--- src/rtl/madam_bitreader_if.sv ---
// -----------------------------------------------------------------------------
// bitreader_pkg : operation encoding shared by the bit reader and its users.
// mem_if        : single-outstanding word request/response memory port.
//   slave  modport (bit reader side): drives req, addr, we, be, wdata;
//                                     samples gnt, rsp_valid, rsp_rdata, rsp_error.
//   master modport (memory side)    : the mirror image.
// -----------------------------------------------------------------------------
package bitreader_pkg;
  typedef enum logic [1:0] {
    BR_ATTACH = 2'd0,
    BR_SKIP   = 2'd1,
    BR_READ   = 2'd2,
    BR_NOP    = 2'd3
  } bitreader_op_e;
endpackage

interface mem_if #(
  parameter int ADDR_WIDTH = 32,
  parameter int DATA_WIDTH = 32
);
  logic                    req;
  logic [ADDR_WIDTH-1:0]   addr;
  logic                    we;
  logic [DATA_WIDTH/8-1:0] be;
  logic [DATA_WIDTH-1:0]   wdata;
  logic                    gnt;
  logic                    rsp_valid;
  logic [DATA_WIDTH-1:0]   rsp_rdata;
  logic                    rsp_error;

  modport slave (
    output req, addr, we, be, wdata,
    input  gnt, rsp_valid, rsp_rdata, rsp_error
  );

  modport master (
    input  req, addr, we, be, wdata,
    output gnt, rsp_valid, rsp_rdata, rsp_error
  );
endinterface

--- src/rtl/madam_bitreader.sv ---
// -----------------------------------------------------------------------------
// madam_bitreader
//   MSB-first bit-stream reader for the MADAM cel/PLUT decoder path.
//   ATTACH sets the stream origin from a byte address, SKIP advances the bit
//   position, READ returns the next 0..32 bits right-aligned on data_out.
//   Words are fetched on demand (one or two per READ, never prefetched).
//
// Ports
//   aclk, aresetn  clock (rising edge), asynchronous active-low reset
//   memory         mem_if.slave word-fetch port (read-only use)
//   addr_in        byte address for BR_ATTACH
//   bitrate_in     field width for BR_READ (values above 32 read 32 bits)
//   bitskip_in     bit count for BR_SKIP
//   req, op        level request and operation, sampled only when idle
//   ap_busy        high while an operation is in progress
//   data_out       result of the most recent completed BR_READ
// -----------------------------------------------------------------------------
module madam_bitreader
  import bitreader_pkg::*;
#(
  parameter int DATA_WIDTH = 32,  // only 32 is supported
  parameter int ADDR_WIDTH = 32
) (
  input  logic                  aclk,
  input  logic                  aresetn,
  mem_if.slave                  memory,
  input  logic [ADDR_WIDTH-1:0] addr_in,
  input  logic [DATA_WIDTH-1:0] bitrate_in,
  input  logic [DATA_WIDTH-1:0] bitskip_in,
  input  logic                  req,
  input  bitreader_op_e         op,
  output logic                  ap_busy,
  output logic [DATA_WIDTH-1:0] data_out
);

  typedef enum logic [2:0] {
    S_IDLE, S_FETCH0, S_WAIT0, S_FETCH1, S_WAIT1, S_DONE
  } state_e;

  state_e                r_state;
  state_e                w_next;
  logic                  r_busy;
  logic [ADDR_WIDTH-1:0] r_base;
  logic [31:0]           r_bitpos;
  logic [5:0]            r_n;        // clamped field width, 0..32
  logic [ADDR_WIDTH-1:0] r_addr;
  logic [31:0]           r_w0;
  logic [31:0]           r_data_out;

  logic [5:0]            w_req_n;
  logic [4:0]            w_off;
  logic                  w_need1;
  logic [31:0]           w_rdata;
  logic [31:0]           w_word0;
  logic [31:0]           w_word1;
  logic [31:0]           w_hi;
  logic [31:0]           w_field;
  logic [31:0]           w_pos_adv;

  assign w_req_n   = (bitrate_in >= 32'd32) ? 6'd32 : bitrate_in[5:0];
  assign w_off     = r_bitpos[4:0];
  assign w_need1   = ({2'b00, w_off} + {1'b0, r_n}) > 7'd32;
  assign w_rdata   = memory.rsp_error ? 32'd0 : memory.rsp_rdata;
  assign w_pos_adv = r_bitpos + {26'd0, r_n};

  // The word arriving this cycle is used directly, so extraction happens on
  // the same edge that enters DONE. w1 is zero when only one word was needed.
  assign w_word0 = (r_state == S_WAIT0) ? w_rdata : r_w0;
  assign w_word1 = (r_state == S_WAIT1) ? w_rdata : 32'd0;
  // Upper half of {w0,w1} << off; a shift by 32 yields 0 when off == 0.
  assign w_hi    = (w_word0 << w_off) | (w_word1 >> (6'd32 - {1'b0, w_off}));
  assign w_field = w_hi >> (6'd32 - r_n);

  always_comb begin
    // NOTE: every combinational output gets a default first so no path can
    // leave it unassigned and infer a latch.
    w_next = r_state;
    unique case (r_state)
      S_IDLE: begin
        if (req) begin
          if (op == BR_READ && w_req_n != 6'd0) w_next = S_FETCH0;
          else                                  w_next = S_DONE;
        end
      end
      S_FETCH0: if (memory.gnt)       w_next = S_WAIT0;
      S_WAIT0:  if (memory.rsp_valid) w_next = w_need1 ? S_FETCH1 : S_DONE;
      S_FETCH1: if (memory.gnt)       w_next = S_WAIT1;
      S_WAIT1:  if (memory.rsp_valid) w_next = S_DONE;
      S_DONE:                         w_next = S_IDLE;
      default:                        w_next = S_IDLE;
    endcase
  end

  always_ff @(posedge aclk or negedge aresetn) begin
    if (!aresetn) begin
      r_state    <= S_IDLE;
      r_busy     <= 1'b0;
      r_base     <= '0;
      r_bitpos   <= '0;
      r_n        <= '0;
      r_addr     <= '0;
      r_w0       <= '0;
      r_data_out <= '0;
    end else begin
      // NOTE: state registers use non-blocking assignment so every register
      // samples pre-edge values regardless of statement order.
      r_state <= w_next;
      r_busy  <= (w_next != S_IDLE);
      unique case (r_state)
        S_IDLE: begin
          if (req) begin
            unique case (op)
              BR_ATTACH: begin
                r_base   <= {addr_in[ADDR_WIDTH-1:2], 2'b00};
                r_bitpos <= {27'd0, addr_in[1:0], 3'b000};
              end
              BR_SKIP: r_bitpos <= r_bitpos + bitskip_in;
              BR_READ: begin
                r_n    <= w_req_n;
                r_addr <= r_base + {3'd0, r_bitpos[31:5], 2'b00};
                if (w_req_n == 6'd0) r_data_out <= '0;
              end
              default: ;
            endcase
          end
        end
        S_WAIT0: begin
          if (memory.rsp_valid) begin
            r_w0 <= w_rdata;
            if (w_need1) begin
              r_addr <= r_addr + 32'd4;
            end else begin
              r_data_out <= w_field;
              r_bitpos   <= w_pos_adv;
            end
          end
        end
        S_WAIT1: begin
          if (memory.rsp_valid) begin
            r_data_out <= w_field;
            r_bitpos   <= w_pos_adv;
          end
        end
        default: ;
      endcase
    end
  end

  // Address is held through FETCH and WAIT so a responder may decode rdata
  // combinationally from it; it reads as zero whenever no access is in flight.
  assign memory.req   = (r_state == S_FETCH0) || (r_state == S_FETCH1);
  assign memory.addr  = (r_state == S_FETCH0 || r_state == S_WAIT0 ||
                         r_state == S_FETCH1 || r_state == S_WAIT1) ? r_addr : '0;
  assign memory.we    = 1'b0;
  assign memory.be    = 4'hF;
  assign memory.wdata = '0;

  assign ap_busy  = r_busy;
  assign data_out = r_data_out;

endmodule

--- src/flat_wrapper.sv ---
// flat-port wrapper written by rule: the top's interface ports become plain ports
module madam_bitreader_flat import bitreader_pkg::*;
#(
  parameter int DATA_WIDTH = 32,                         
  parameter int ADDR_WIDTH = 32
)
  (aclk, aresetn, addr_in, bitrate_in, bitskip_in, req, op, ap_busy, data_out, memory_req, memory_addr, memory_we, memory_be, memory_wdata, memory_gnt, memory_rsp_valid, memory_rsp_rdata, memory_rsp_error);
  mem_if #(.ADDR_WIDTH(ADDR_WIDTH), .DATA_WIDTH(DATA_WIDTH)) memory_i ();
  input  logic aclk;
  input  logic aresetn;
  input  logic [ADDR_WIDTH-1:0] addr_in;
  input  logic [DATA_WIDTH-1:0] bitrate_in;
  input  logic [DATA_WIDTH-1:0] bitskip_in;
  input  logic req;
  input  bitreader_op_e op;
  output logic ap_busy;
  output logic [DATA_WIDTH-1:0] data_out;
  output wire logic [$bits(memory_i.req)-1:0] memory_req;
  output wire logic [$bits(memory_i.addr)-1:0] memory_addr;
  output wire logic [$bits(memory_i.we)-1:0] memory_we;
  output wire logic [$bits(memory_i.be)-1:0] memory_be;
  output wire logic [$bits(memory_i.wdata)-1:0] memory_wdata;
  input wire logic [$bits(memory_i.gnt)-1:0] memory_gnt;
  input wire logic [$bits(memory_i.rsp_valid)-1:0] memory_rsp_valid;
  input wire logic [$bits(memory_i.rsp_rdata)-1:0] memory_rsp_rdata;
  input wire logic [$bits(memory_i.rsp_error)-1:0] memory_rsp_error;
  assign memory_req = memory_i.req;
  assign memory_addr = memory_i.addr;
  assign memory_we = memory_i.we;
  assign memory_be = memory_i.be;
  assign memory_wdata = memory_i.wdata;
  assign memory_i.gnt = memory_gnt;
  assign memory_i.rsp_valid = memory_rsp_valid;
  assign memory_i.rsp_rdata = memory_rsp_rdata;
  assign memory_i.rsp_error = memory_rsp_error;
  madam_bitreader #(.DATA_WIDTH(DATA_WIDTH), .ADDR_WIDTH(ADDR_WIDTH)) u_core (.aclk(aclk), .aresetn(aresetn), .memory(memory_i), .addr_in(addr_in), .bitrate_in(bitrate_in), .bitskip_in(bitskip_in), .req(req), .op(op), .ap_busy(ap_busy), .data_out(data_out));
endmodule
--- config.mk ---
export PLATFORM = sky130hd
export DESIGN_NAME = madam_bitreader_flat
export DESIGN_NICKNAME = d
export VERILOG_FILES = /design/src/rtl/madam_bitreader_if.sv /design/src/rtl/madam_bitreader.sv /design/src/flat_wrapper.sv
export SDC_FILE = /design/constraint.sdc
export NUM_CORES = 1
export LEC_CHECK = 0
export BUFFER_PORTS_ARGS = -buffer_cell sky130_fd_sc_hd__buf_2
export CAP_MARGIN = 20
export CORE_MARGIN = 5
export CORE_UTILIZATION = 25
export DETAILED_ROUTE_END_ITERATION = 8
export GPL_TIMING_DRIVEN = 0
export PLACE_DENSITY_LB_ADDON = 0.15
export REMOVE_ABC_BUFFERS = 1
export SLEW_MARGIN = 30
export SYNTH_ARGS = -nofsm -noshare
export SYNTH_HDL_FRONTEND = slang
export SYNTH_SLANG_ARGS = --single-unit
--- constraint.sdc ---
create_clock -name aclk -period 11.32 [get_ports aclk]
set_clock_uncertainty 0.05 [all_clocks]
set_input_delay 3.396 -clock aclk [delete_from_list [all_inputs] [get_ports aclk]]
set_output_delay 3.396 -clock aclk [all_outputs]
set_load 0.02 [all_outputs]
# Word-level counts from Yosys, hierarchy flattened
# Index checks and enable logic that the tools add are counted.
# W data, S select, Z words.
word_totals:
  register_bits: 168
  word_cells: 84
  output_inout_bits: 103
op_classes:
  n_bitwise: 1
  add_sub_neg: 7
  n_reduce_logical: 18
  shifts: 3
  muxes: 31
  n_eq_ne: 14
  order_cmp: 2
ops:
  columns: ["op", "count"]
  rows:
  - ["$mux W32", 18]
  - ["$pmux W32 S3", 2]
  - ["$pmux W32 S2", 2]
  - ["$shr A32 B6 Y32", 2]
  - ["$add A32 B29 Y32", 1]
  - ["$add A32 B3 Y32 const B", 1]
  - ["$add A32 B32 Y32", 1]
  - ["$add A32 B6 Y32", 1]
  - ["$ge A32 B6 Y1 const B", 1]
  - ["$or A32 B32 Y32", 1]
  - ["$shl A32 B5 Y32", 1]
  - ["$mux W3", 7]
  - ["$pmux W3 S5", 1]
  - ["$ne A2 B2 Y1 const B", 4]
  - ["$add A5 B6 Y7", 1]
  - ["$gt A7 B6 Y1 const B", 1]
  - ["$reduce_and A7 Y1", 1]
  - ["$eq A3 B2 Y1 const B", 2]
  - ["$logic_not A6 Y1", 1]
  - ["$mux W6", 1]
  - ["$ne A2 B1 Y1 const B", 3]
  - ["$reduce_and A3 Y1", 2]
  - ["$reduce_and A6 Y1", 1]
  - ["$reduce_bool A3 Y1", 2]
  - ["15 further kinds", 18]

# Longest topological paths before layout
depth:
  depth_word: 8
  depth_mapped: 19
  ltp_nobuf: 14

# Worst setup path before layout
# OpenSTA, ideal clock, no wires.
synth_timing:
  kind: "input port to flip-flop"
  from: "input bitskip_in[0]"
  to: "register u_core.r_bitpos[20]"
  setup_slack_ps: 4971
  path_stages: 12
  n_path_buf: 0
  arrival_ps: 6173
  path_cell_list: "ha_1 > fa_1 > a21o_1 > a21o_1 > a2111oi_0 > nor4_1 > o22ai_1 > o21ai_0 > a31o_2 > a21oi_1 > xnor2_1 > a221o_1"
synth_via:
  elab_chain_len: 4
synth_rtl:
  columns: ["element", "line", "source"]
  rows:
  - ["start, declared", "flat_wrapper.sv:13", "input logic [DATA_WIDTH-1:0] bitskip_in;"]
  - ["$add A32 B32 Y32", "madam_bitreader.sv:117", "BR_SKIP: r_bitpos <= r_bitpos + bitskip_in;"]
  - ["$pmux W32 S2", "madam_bitreader.sv:112", "unique case (op)"]
  - ["$mux W32", "madam_bitreader.sv:111", "if (req) begin"]
  - ["$pmux W32 S3", "madam_bitreader.sv:109", "unique case (r_state)"]
  - ["end signal, assigned", "madam_bitreader.sv:115", "r_bitpos <= {27'd0, addr_in[1:0], 3'b000};"]
  - ["end signal, assigned", "madam_bitreader.sv:117", null]
  - ["end signal, assigned", "madam_bitreader.sv:134", "r_bitpos <= w_pos_adv;"]
  - ["end, declared", "madam_bitreader.sv:44", "logic [31:0] r_bitpos;"]
# Every way passes these cells. The select of a mux whose other input is x is not followed.
# A chain may end at the register's enable or synchronous reset.

# Worst setup path in the final report
layout_timing:
  from: "input memory_rsp_error"
  to: "register u_core.r_data_out[0] (netlist: u_core.data_out[0])"
layout_via:
  elab_chain_len: 8
  word_cells_on_any_way: 11
  classes_between: "shift (3); mux (7); bitwise (1)"
layout_rtl:
  columns: ["element", "line", "source"]
  rows:
  - ["start, declared", "flat_wrapper.sv:26", "input wire logic [$bits(memory_i.rsp_error)-1:0] memory_rsp_error;"]
  - ["$mux W32 *", "madam_bitreader.sv:63", "assign w_rdata = memory.rsp_error ? 32'd0 : memory.rsp_rdata;"]
  - ["$mux W32 (on tied branches)", "madam_bitreader.sv:69, madam_bitreader.sv:68", null]
  - ["$shr A32 B6 Y32 or $shl A32 B5 Y32 (tied branches)", "madam_bitreader.sv:71", "assign w_hi = (w_word0 << w_off) | (w_word1 >> (6'd32 - {1'b0, w_off}));"]
  - ["$or A32 B32 Y32 *", "madam_bitreader.sv:71", null]
  - ["$shr A32 B6 Y32 *", "madam_bitreader.sv:72", "assign w_field = w_hi >> (6'd32 - r_n);"]
  - ["$mux W32", "madam_bitreader.sv:130", "if (w_need1) begin"]
  - ["$mux W32", "madam_bitreader.sv:128", "if (memory.rsp_valid) begin"]
  - ["$pmux W32 S3 *", "madam_bitreader.sv:109", null]
  - ["end signal, assigned", "madam_bitreader.sv:133", "r_data_out <= w_field;"]
  - ["end signal, assigned", "madam_bitreader.sv:140", "r_data_out <= w_field;"]
  - ["end, declared", "madam_bitreader.sv:48", "logic [31:0] r_data_out;"]
# Every way passes the cells marked *; elsewhere a longest branch is shown, timed or not. The select of a mux whose other input is x is not followed.

==> qor.yml <==
worst_setup_path:
  critPathArrivalTime_ns: 7.77
  endpoint_kind: "register"
  path_buf_inv: 1
  reg2reg_to: "u_core.data_out[0]"
  path_class: "input port to register"
  worst_ep_required_time_ns: 11.69
  worstReg2RegStart: "u_core.r_bitpos[0]"
  crit_path_frequent_cell: "mux2i_1"
  critPathLaunchType: "input port"
  critPathSlowestCell: "a21oi_1"
  max_stage_delay_ns: 0.88
  r2r_setup_slack_ns: 5.30
  critical-path-top-delay-family: "compound AO/OA/AOI/OAI gates"
  path_max_fanout: 63
  reg2regPathDepth: 15
  worstPathCellList: "buf_4, or4b_4, a21oi_1, mux2i_1, a22oi_1, o311ai_0, o211ai_1, o21ai_0, mux2i_1, mux2i_1, mux2_2, o211ai_1"
detailed_routing:
  vias: 19000
  drt_first_pass_iters: 8
  route.detailed.drc: 0
  drt_iter0_markers: 1703
  totalWireLength_um: 80800
  antenna_left: 0
  post_drt_wl_per_cell_um: 23.8
  vias_per_cell: 5.59
synth:
  yosys_register_bits: 166
  muxShareOfSynthArea_pct: 12.4
  synth_warnings: 0
  synth.cell_area_um2: 18100
  synth_ff_type: "dfrtp_1"
  yosysSeqAreaShare_pct: 22.9
  synth_xor_area_share_pct: 2.84
  yosys-top-cells-area: "dfrtp_1 (23%), mux2i_1 (7.2%), a21oi_1 (5.8%)"
  synthSimpleGateAreaFrac_pct: 22.1
  syn_area_per_cell_um2: 7.75
  synth_top_family_by_area: "compound AO/OA/AOI/OAI gates"
  synth_top_area_share_pct: 22.9
  syn-instance-count: 2339
  synth_adder_area_share_pct: 4.96
  synthTopCellsByCount: "nand2_1 (260), a21oi_1 (211), o21ai_0 (180)"
  synthArstFlopShare_pct: 100
  synth.most_common_cell: "nand2_1"
  synth_edf_count: 0
  netlist.top_cell.by_area: "dfrtp_1"
  synth_cell_types: 97
  synth_compound_area_share_pct: 28.7
global_routing:
  grt_usage_pct: 19.9
  grt_pass1_wl_um: 121000
  grt_max_degree: 79
  overflow: 0
  use_met2_pct: 35.4
  globalRouteMet3Util_pct: 2.58
  grt_antenna_before_repair: 4
  grtUsageMet1_pct: 25.0
  grt_pass1_vias: 18600
  top_usage_layer: "met2"
clocking:
  hold_buffers: 0
  cts_root_buffer: "clkbuf_16"
  cts_resized: 0
  clk_latency_ns: 0.51
  numCtsBuffers: 17
  clkSlewWorstSetupHoldPaths_ns: 0.08
  cts.sinks: 166
  htreeDepth: 4
  clk_path_buf_depth: 2
  cts_tree: "built"
  cts_setup_buffers: 0
sta:
  worst_slew_pin_slew_ns: 1.04
  fin_crit_ns: 7.40
  timing.final.crit_share_pct: 65.4
  fin_ws_ns: 3.92
  hold_viol_final: 0
  setup_viol: 0
  relSlewSlack_pct: 30.5
  setup_tns_ns: 0
  fmax_mhz: 135
  rsz0062_at_grt: "false"
  maxSlewViolCount: 0
floorplan:
  core-area_um2: 71700
  fp.dieH_um: 279
  row_count: 98
  start_util_pct: 25.3
  die_w_um: 279
  io_pins: 239
  die_area_um2: 78000
placement:
  gp_congestion: 0.986
  dpl.cell_count: 3363
  place.port_buffers: 199
  dpl.hpwl_um: 63000
  pre_cts_ws_ns: 3.51
cells_and_area:
  ff_latch_area_um2: 4170
  drive_gt1_share_pct: 16.7
  nFillCells: 7820
  layout.cells.non_filler: 3398
  syn_to_final_growth_pct: 15.2
  nets: 2638
  multi_input_area_um2: 13200
  final_util_pct: 29.1
power_and_ir_drop:
  p_leak_uw: 0.00893
  peakVddDrop_v: 0.000130
  p_per_area_nw_per_um2: 372
worst_hold_path:
  hold_depth: 2
  hold_class: "register to register"
  min_to: "u_core.data_out[25]"
  worstHoldStart: "u_core.data_out[25]"
job:
  drv_cap: 0
status:
  status: "complete, no violations"
-- cell families (layout without fill, tap and decap cells) --
family	Yosys count	after routing
and+or+nand+nor	818	818
AOI/OAI and AO/OA	801	801
buffers and inverters	226	295
muxes	199	199
DFF	166	166
adders and majority gates	70	70
xor gates and xnor gates	57	57
other	2	42
-- flip-flops by register name (all words and copies together), names as in the netlist --
| name | count |
|---|---|
| u_core.r_bitpos | 32 |
| u_core.r_w0 | 32 |
| u_core.r_addr | 30 |
| u_core.r_n | 6 |
| u_core.data_out | 32 |
| u_core.ap_busy | 1 |
| u_core.r_state | 3 |
| u_core.r_base | 30 |
-- layout make-up --
class / instances / area share, %
Clock buffer: 17 / 2.04
Inverter: 37 / 0.683
Clock inverter: 15 / 0.977
Sequential cell: 166 / 20.0
Antenna cell: 3 / 0.0359
Tap cell: 950 / 5.69
Multi-Input combinational cell: 1984 / 63.3
Timing Repair Buffer: 226 / 7.36
-- metrics by stage --
step           power, uW  hold WS [ns]  area [um^2]
3_5_place_dp        7040         0.420        20200
2_1_floorplan       4930         0.399        17300
5_1_grt             8310         0.471        20900
3_3_place_gp        6880         0.421        19500
4_1_cts             7740         0.437        20900
6_report            7760         0.433        20900
-- per-layer routing --
| metal | routed length [um] | vias up | part of all wire (%) |
|---|---|---|---|
| li1 | - | 8919 | - |
| met1 | 33900 | 9339 | 42 |
| met2 | 40500 | 625 | 50 |
| met3 | 3780 | 100 | 4.7 |
| met4 | 2670 | 2 | 3.3 |
| met5 | 13 | - | 0.016 |
-- worst min-delay path, stage by stage, from the launching register on --
cell and delay, ns:
dfrtp_1 0.34, nand2_1 0.05, o21ai_0 0.06
-- power breakdown --
| group | switching, uW | internal [uW] |
|---|---|---|
| clock network | 356 | 308 |
| logic | 3650 | 2150 |
| registers | 442 | 854 |
-- how the worst max path moves through the flow --
stage | start | to | cells after the start | slack, ns
finish | memory_rsp_error | u_core.data_out[0] | 12 | 3.92
global route | memory_rsp_error | u_core.data_out[0] | 12 | 3.68
CTS | memory_rsp_error | u_core.data_out[0] | 12 | 4.03
detailed placement | memory_rsp_error | u_core.data_out[6] | 12 | 3.51
global placement | u_core.r_bitpos[0] | u_core.data_out[1] | 13 | -0.70
floorplan | u_core.r_bitpos[0] | u_core.data_out[4] | 13 | 3.48
-- layout by cell type (no fill, tap or decap), drive strengths merged, types with 39 or more instances in the layout --
master | netlist | final
ha | 67 | 67
a21oi | 215 | 215
o21ai | 185 | 185
o22ai | 55 | 55
buf | 87 | 226
dfrtp | 166 | 166
nand3 | 70 | 70
mux2 | 53 | 53
mux2i | 131 | 131
nand2 | 260 | 260
inv | 34 | 45
conb | 2 | 39
nor2 | 172 | 172
nand2b | 77 | 77
nor3 | 49 | 49
(Power assumes the default switching activity.)
